[config.mk]
export PLATFORM = sky130hd
export DESIGN_NAME = aeolus_sequencer
export DESIGN_NICKNAME = d
export VERILOG_FILES = /design/src/rtl/aeolus_sequencer.sv
export SDC_FILE = /design/constraint.sdc
export NUM_CORES = 1
export LEC_CHECK = 0
export ABC_AREA = 0
export BUFFER_PORTS_ARGS = -buffer_cell sky130_fd_sc_hd__clkbuf_2
export CORE_UTILIZATION = 40
export DETAILED_ROUTE_END_ITERATION = 10
export GPL_ROUTABILITY_DRIVEN = 0
export PLACE_DENSITY = 0.76
export SYNTH_ARGS = -nofsm -noshare
export SYNTH_HDL_FRONTEND = slang
export SYNTH_SLANG_ARGS = --single-unit
[constraint.sdc]
create_clock -name clk -period 4.29 [get_ports clk]
set_clock_uncertainty 0.2 [all_clocks]
set_input_delay 0.2145 -clock clk [delete_from_list [all_inputs] [get_ports clk]]
set_output_delay 0.2145 -clock clk [all_outputs]
set_load 0.01 [all_outputs]
[src/rtl/aeolus_sequencer.sv]
// Multi-cycle control sequencer for the Aeolus 4-bit CPU: PC, ROM fetch with latency, one-hot strobes.
// Optional macro AEOLUS_SINGLE_STEP_EN adds a step port that runs a single instruction from IDLE.
module aeolus_sequencer #(
    parameter int PC_WIDTH    = 4,
    parameter int ROM_LATENCY = 1
) (
    input  logic                clk,
    input  logic                reset,
    input  logic                run,
    output logic [PC_WIDTH-1:0] romAddr,
    input  logic [3:0]          romData,
    input  logic                aNonZero,
    input  logic                shiftFlag,
    output logic [15:0]         ctrl,
    output logic [PC_WIDTH-1:0] pc,
    output logic                busy,
    output logic                wrap
`ifdef AEOLUS_SINGLE_STEP_EN
    ,
    input  logic                step
`endif
);

    typedef enum logic [1:0] {
        S_IDLE  = 2'd0,
        S_FETCH = 2'd1,
        S_EXEC  = 2'd2
    } state_e;

    localparam logic [3:0] OP_SNZA  = 4'd8;
    localparam logic [3:0] OP_SNZS  = 4'd9;
    localparam logic [1:0] LAT_LAST = 2'(ROM_LATENCY - 1);

    state_e              state_q, state_d;
    logic [1:0]          lat_q, lat_d;
    logic [3:0]          ir_q, ir_d;
    logic [PC_WIDTH-1:0] pc_q, pc_d;
    logic                wrap_q, wrap_d;
    logic                skip;
    logic [PC_WIDTH:0]   pc_sum;
`ifdef AEOLUS_SINGLE_STEP_EN
    logic                single_q, single_d;
`endif

    // NOTE: every variable gets a default before the case so no path infers a latch.
    always_comb begin
        state_d = state_q;
        lat_d   = lat_q;
        ir_d    = ir_q;
        pc_d    = pc_q;
        wrap_d  = 1'b0;
`ifdef AEOLUS_SINGLE_STEP_EN
        single_d = single_q;
`endif
        skip   = (ir_q == OP_SNZA && aNonZero) || (ir_q == OP_SNZS && shiftFlag);
        pc_sum = {1'b0, pc_q} + (skip ? (PC_WIDTH+1)'(2) : (PC_WIDTH+1)'(1));

        case (state_q)
            S_IDLE: begin
                lat_d = '0;
`ifdef AEOLUS_SINGLE_STEP_EN
                if (step) begin
                    state_d  = S_FETCH;
                    single_d = 1'b1;
                end else if (run) begin
                    state_d  = S_FETCH;
                    single_d = 1'b0;
                end
`else
                if (run) state_d = S_FETCH;
`endif
            end
            S_FETCH: begin
                if (lat_q == LAT_LAST) begin
                    ir_d    = romData;
                    lat_d   = '0;
                    state_d = S_EXEC;
                end else begin
                    lat_d = lat_q + 2'd1;
                end
            end
            S_EXEC: begin
                // The carry out of the PC adder is the wrap indication.
                pc_d   = pc_sum[PC_WIDTH-1:0];
                wrap_d = pc_sum[PC_WIDTH];
`ifdef AEOLUS_SINGLE_STEP_EN
                state_d = (run && !single_q) ? S_FETCH : S_IDLE;
`else
                state_d = run ? S_FETCH : S_IDLE;
`endif
            end
            default: state_d = S_IDLE;
        endcase
    end

    // NOTE: sequential state uses non-blocking assignments so all registers update together.
    always_ff @(posedge clk or negedge reset) begin
        if (!reset) begin
            state_q <= S_IDLE;
            lat_q   <= '0;
            ir_q    <= '0;
            pc_q    <= '0;
            wrap_q  <= 1'b0;
`ifdef AEOLUS_SINGLE_STEP_EN
            single_q <= 1'b0;
`endif
        end else begin
            state_q <= state_d;
            lat_q   <= lat_d;
            ir_q    <= ir_d;
            pc_q    <= pc_d;
            wrap_q  <= wrap_d;
`ifdef AEOLUS_SINGLE_STEP_EN
            single_q <= single_d;
`endif
        end
    end

    // NOTE: outputs decode only registered state, so they never glitch on input changes.
    assign ctrl    = (state_q == S_EXEC) ? (16'h0001 << ir_q) : 16'h0000;
    assign busy    = (state_q != S_IDLE);
    assign wrap    = wrap_q;
    assign pc      = pc_q;
    assign romAddr = pc_q;

endmodule

* Word level (Yosys, flattened, before mapping)
Index checks and enable logic that the tools add are counted.
Word-level totals: register bits 13, bits of input ports 9, output and inout port bits 26, word-level logic and storage cells 32
Operators by class: $add $sub $neg 2, equal/unequal tests 6, shift operators 1, mux-type cells 9, reductions and logical operators 9
Operators by type and width (count):
- two-way mux 16 bit | 1
- << shifter 1 x 4 -> 16 bit (first input constant) | 1
- equality test 4 bit (second input constant) | 2
- two-way mux 2 bit | 4
- one-hot mux 2 bit (3 select lines) | 1
- adder 4 x 2 -> 5 bit | 1
- zero test 2 bit | 2
- inequality test 2 bit (second input constant) | 2
- one-hot mux 2 bit (2 select lines) | 1
- AND reduction 2 bit | 2
- nonzero test 2 bit | 2
- adder 2 x 1 -> 2 bit (second input constant) | 1
- equality test 2 x 1 -> 1 bit (second input constant) | 1
- equality test 2 bit (second input constant) | 1
- logical AND 1 bit | 2
- two-way mux 1 bit | 2
- logical OR 1 bit | 1

* Logic depth before layout (Yosys ltp)
word-level depth 6, depth in mapped cells 8, depth with buffers taken out 7

* Worst setup path after synthesis
No wires, ideal clock.
path type register to register, start register ir_q[0], end register pc_q[1], in the netlist pc[1], setup time 0.125 ns, data arrival time 1.851 ns, data required time 3.965 ns, setup slack 2.114 ns, stages on the path, launching flop included 8, path buffers 1, clock period less this slack 2.176 ns, path through dfrtp_1 > buf_2 > mux2i_1 > nor3_1 > inv_1 > ha_1 > fa_1 > mux2_2
Between the ends: word-level cells in the longest chain between the ends 5, elaborated cells on any way between the ends 7, classes of those cells add/sub: 1; eq/ne: 2; mux: 1; reduce/logical: 3
Ends and longest elaborated chain:
- start, declared | RTL line 36 | logic [3:0] ir_q, ir_d;
- start signal, assigned | RTL line 110 | ir_q <= ir_d;
- equality test 4 bit | RTL line 55 | skip = (ir_q == OP_SNZA && aNonZero) || (ir_q == OP_SNZS && shiftFlag);
- logical AND 1 bit | RTL line 55
- logical OR 1 bit * | RTL line 55
- two-way mux 2 bit * | RTL line 56 | pc_sum = {1'b0, pc_q} + (skip ? (PC_WIDTH+1)'(2) : (PC_WIDTH+1)'(1));
- adder 4 x 2 -> 5 bit * | RTL line 56
- via pc_sum[1] | RTL line 40 | logic [PC_WIDTH:0] pc_sum;
- end signal, assigned | RTL line 111 | pc_q <= pc_d;
- end, declared | RTL line 37 | logic [PC_WIDTH-1:0] pc_q, pc_d;
The timed path passes the listed nets; every way through them passes the cells marked *. A chain may end at the register's enable or synchronous reset.

* Final worst setup path
start register state_q[1], end output port ctrl[8]
Between the ends: word-level cells in the longest chain between the ends 2
Ends and longest elaborated chain:
- start, declared | RTL line 34 | state_e state_q, state_d;
- start signal, assigned | RTL line 108 | state_q <= state_d;
- equality test 2 bit | RTL line 120 | assign ctrl = (state_q == S_EXEC) ? (16'h0001 << ir_q) : 16'h0000;
- two-way mux 16 bit | RTL line 120
- end, declared | RTL line 14 | output logic [15:0] ctrl,
Every way passes these cells.

==> run_results.csv <==
group,metric,value,unit
global_routing,met3_usage,5.16,%
placement,dp_cells,128,
route,drtIter0Drc,4,
power,power.density,417,nW/um^2
timing,finalHoldViolCount,0,
floorplanning,design.core.area,1750,sq um
synth,synthCells,76,
global_routing,grt_use_met2,30.0,%
timing,slew_violations,0,
timing,slew_headroom,59.4,%
synth,synthSimpleGateAreaFrac,22.2,%
synth,synth_xor_area_share,2.32,%
synth,synth_compound_area_share,3.31,%
clocking,worstSkewPairLatency,270,ps
setup_path,worstPathArrival,1850,ps
timing,setup_viol,0,
timing,min_period,2270,ps
timing,worst_pin_slew,608,ps
synth,synth_top_family_by_area,"simple AND/OR/NAND/NOR gates",
clocking,clock_sinks,13,
final_layout,areaGrowthSynthToFinish,32.0,%
synth,seq_area_frac_synth,43.0,%
final_layout,nFillCells,177,
clocking,htreeDepth,1,
synth,synthTopCellsByArea,"dfrtp_1 43%, mux2_2 10%, nor2_1 7.0%",
clocking,cts_max_path_buffers,2,
worst_hold_path,min_path_type,"primary input to async pin",
floorplanning,die_area,2070,sq um
synth,synth_seq_cells,13,
placement,dpl.hpwl,1.18,mm
placement,dp_slack,2030,ps
timing,fin_ws,2020,ps
synth,synthMuxAreaShare,11.8,%
synth,ys_types,23,
final_layout,nets,128,
clocking,cts_inserted_buffers,3,
route,vias_per_cell,4.61,
power,p_seq_share,45.8,%
timing,fmax,0.441,GHz
clocking,cts_tree,"yes",
global_routing,grt_pass1_vias,584,
floorplanning,fp.dieH,45.5,um
synth,yosys.area_share.adder,9.27,%
power,swShare,36.3,%
final_layout,final_common_cell,"clkbuf_2",
route,drc,0,
synth,netlist_area,756,sq um
placement,placed_area,911,sq um
route,wl,1.45,mm
global_routing,grt_antenna_before_repair,0,
setup_path,endpoint_kind,"output pin",
clocking,clkTransAtPathRegs,80,ps
synth,postSynthAreaPerCell,9.94,sq um
route,first_pass_iters,2,
route,drt-wirelength-per-cell,10.5,um
floorplanning,die_w,45.5,um
power,p_sw,0.151,mW
global_routing,grtUsageTotal,16.9,%
global_routing,grt_start_max_net_pins,14,
final_layout,layoutNonFillerInstCount,138,
power,intPower,0.265,mW
setup_path,path_class,"flop to output pin",
placement,portBuffers,34,
floorplanning,io_pins,35,
global_routing,use_met1,19.0,%
setup_path,crit_path_start_kind,"flop",
route,ant_nets,0,
timing,holdWs,167,ps
clocking,postCtsResizedCells,0,
final_layout,fin_area,997,sq um
final_layout,post_route_cells_drive_above_1_share,40.7,%
synth,yosysTopAreaCellShare,43.0,%
clocking,cts_root_buffer,"clkbuf_4",
floorplanning,rows,15,
power,ir_worst_vdd,0.000241,V
synth,yosysWarnings,0,
power,pwr-share-comb,36.3,%
setup_path,crit_path_max_fanout,9,
synth,yosysTopAreaCell,"dfrtp_1",
global_routing,grt.overflow.total,0,
final_layout,insertedDiodeCount,0,
timing,setup_tns,0,ps
status,outcome,"finished clean",
timing,grt_setup_unrepaired,"false",
global_routing,grt-busiest-layer,"met2",
power,pwr-share-clk,17.9,%
route,vias,636,
setup_path,cp_data_required_time,3880,ps
job,cap_violations,0,
floorplanning,start_util,43.3,%
timing,fin_crit_sh,52.8,%
synth,syn_nets,90,
final_layout,final_cell_mix,"34 x clkbuf_2, 14 x nor2_1, 13 x dfrtp_1",
power,p_leak,0.507,nW
global_routing,grt_pass1_wl,2.46,mm
## critical path, cell delays in order (launching register included)
cell and delay [ps]:
dfrtp_1 410, nor2b_1 530, nand3b_1 280, nor3_1 200, clkbuf_2 160
## registers in the layout, summed over array words and instances (netlist names)
name,cells
ir_q,4
lat_q,2
pc,4
state_q,2
wrap,1
## worst paths after layout
path                                 end        from  cells after the start  slack (ps)
worst max-delay path             ctrl[8]  state_q[1]                      4        2020
worst min-delay path               pc[2]       reset                      2         170
worst max register to register     pc[1]     ir_q[0]                      6        2030
worst min register to register  lat_q[0]    lat_q[0]                      1         310
max in group asynchronous        ir_q[0]       reset                      2        3480
min in group clk                lat_q[0]    lat_q[0]                      1         310
## metal layers
metal | vias to the layer above | share of wire [%]
met5 | - | 0
met4 | 0 | 0.41
met3 | 2 | 5.7
met2 | 21 | 50
met1 | 289 | 44
li1 | 324 | -
## cell type report
class | count | area [sq um] | share of cell area [%]
multi-input cells | 52 | 369 | 37.0
flip-flops and latches | 13 | 325 | 32.6
clock buffers | 4 | 26.3 | 2.63
repair buffers | 40 | 230 | 23.1
inverters | 4 | 15.0 | 1.51
well taps | 25 | 31.3 | 3.14
## through the flow
stage	utilization (%)	power, mW
6_report	57.1	0.416
5_1_grt	57.1	0.453
4_1_cts	57.1	0.422
3_5_place_dp	52.2	0.342
3_3_place_gp	52.2	0.334
2_1_floorplan	-	0.306
## logic make-up after synthesis
group	count (synthesis)
muxes	8
AOI/OAI and AO/OA	3
DFF	13
buffers and inverters	11
and+or+nand+nor	34
xor gates and xnor gates	2
adders and majority gates	5
## synth_stat cells
| master | number |
|---|---|
| buf_2 | 1 |
| dfrtp_1 | 13 |
| ha_1 | 4 |
| or2_2 | 1 |
| nand2b_1 | 3 |
| a22o_1 | 2 |
| a21o_1 | 1 |
| nand3b_1 | 2 |
| nor2b_1 | 1 |
| mux2_2 | 7 |
| nand2_2 | 1 |
| clkbuf_1 | 1 |
| nand3_1 | 2 |
| fa_1 | 1 |
| mux2i_1 | 1 |
| and4_1 | 1 |
| nor2_1 | 14 |
| inv_1 | 4 |
| buf_4 | 5 |
| nand2_1 | 3 |
| nor3_1 | 5 |
| xnor2_1 | 2 |
| and2b_1 | 1 |
## power by group through the flow
| stage | registers [mW] | logic (mW) | clock network (mW) |
|---|---|---|---|
| floorplan | 0.189 | 0.117 | 0 |
| global placement | 0.190 | 0.145 | 0 |
| detailed placement | 0.194 | 0.149 | 0 |
| CTS | 0.191 | 0.154 | 0.0766 |
| global route | 0.198 | 0.172 | 0.0831 |
| finish | 0.190 | 0.151 | 0.0742 |
## what timing repair did
| item | 4_1_cts | 5_1_grt |
|---|---|---|
| hold endpoints to repair | 18 | 0 |
| buffers inserted | 0 | 0 |
| hold buffers | 6 | 0 |
Note: power is estimated with default switching activity, not from simulation.
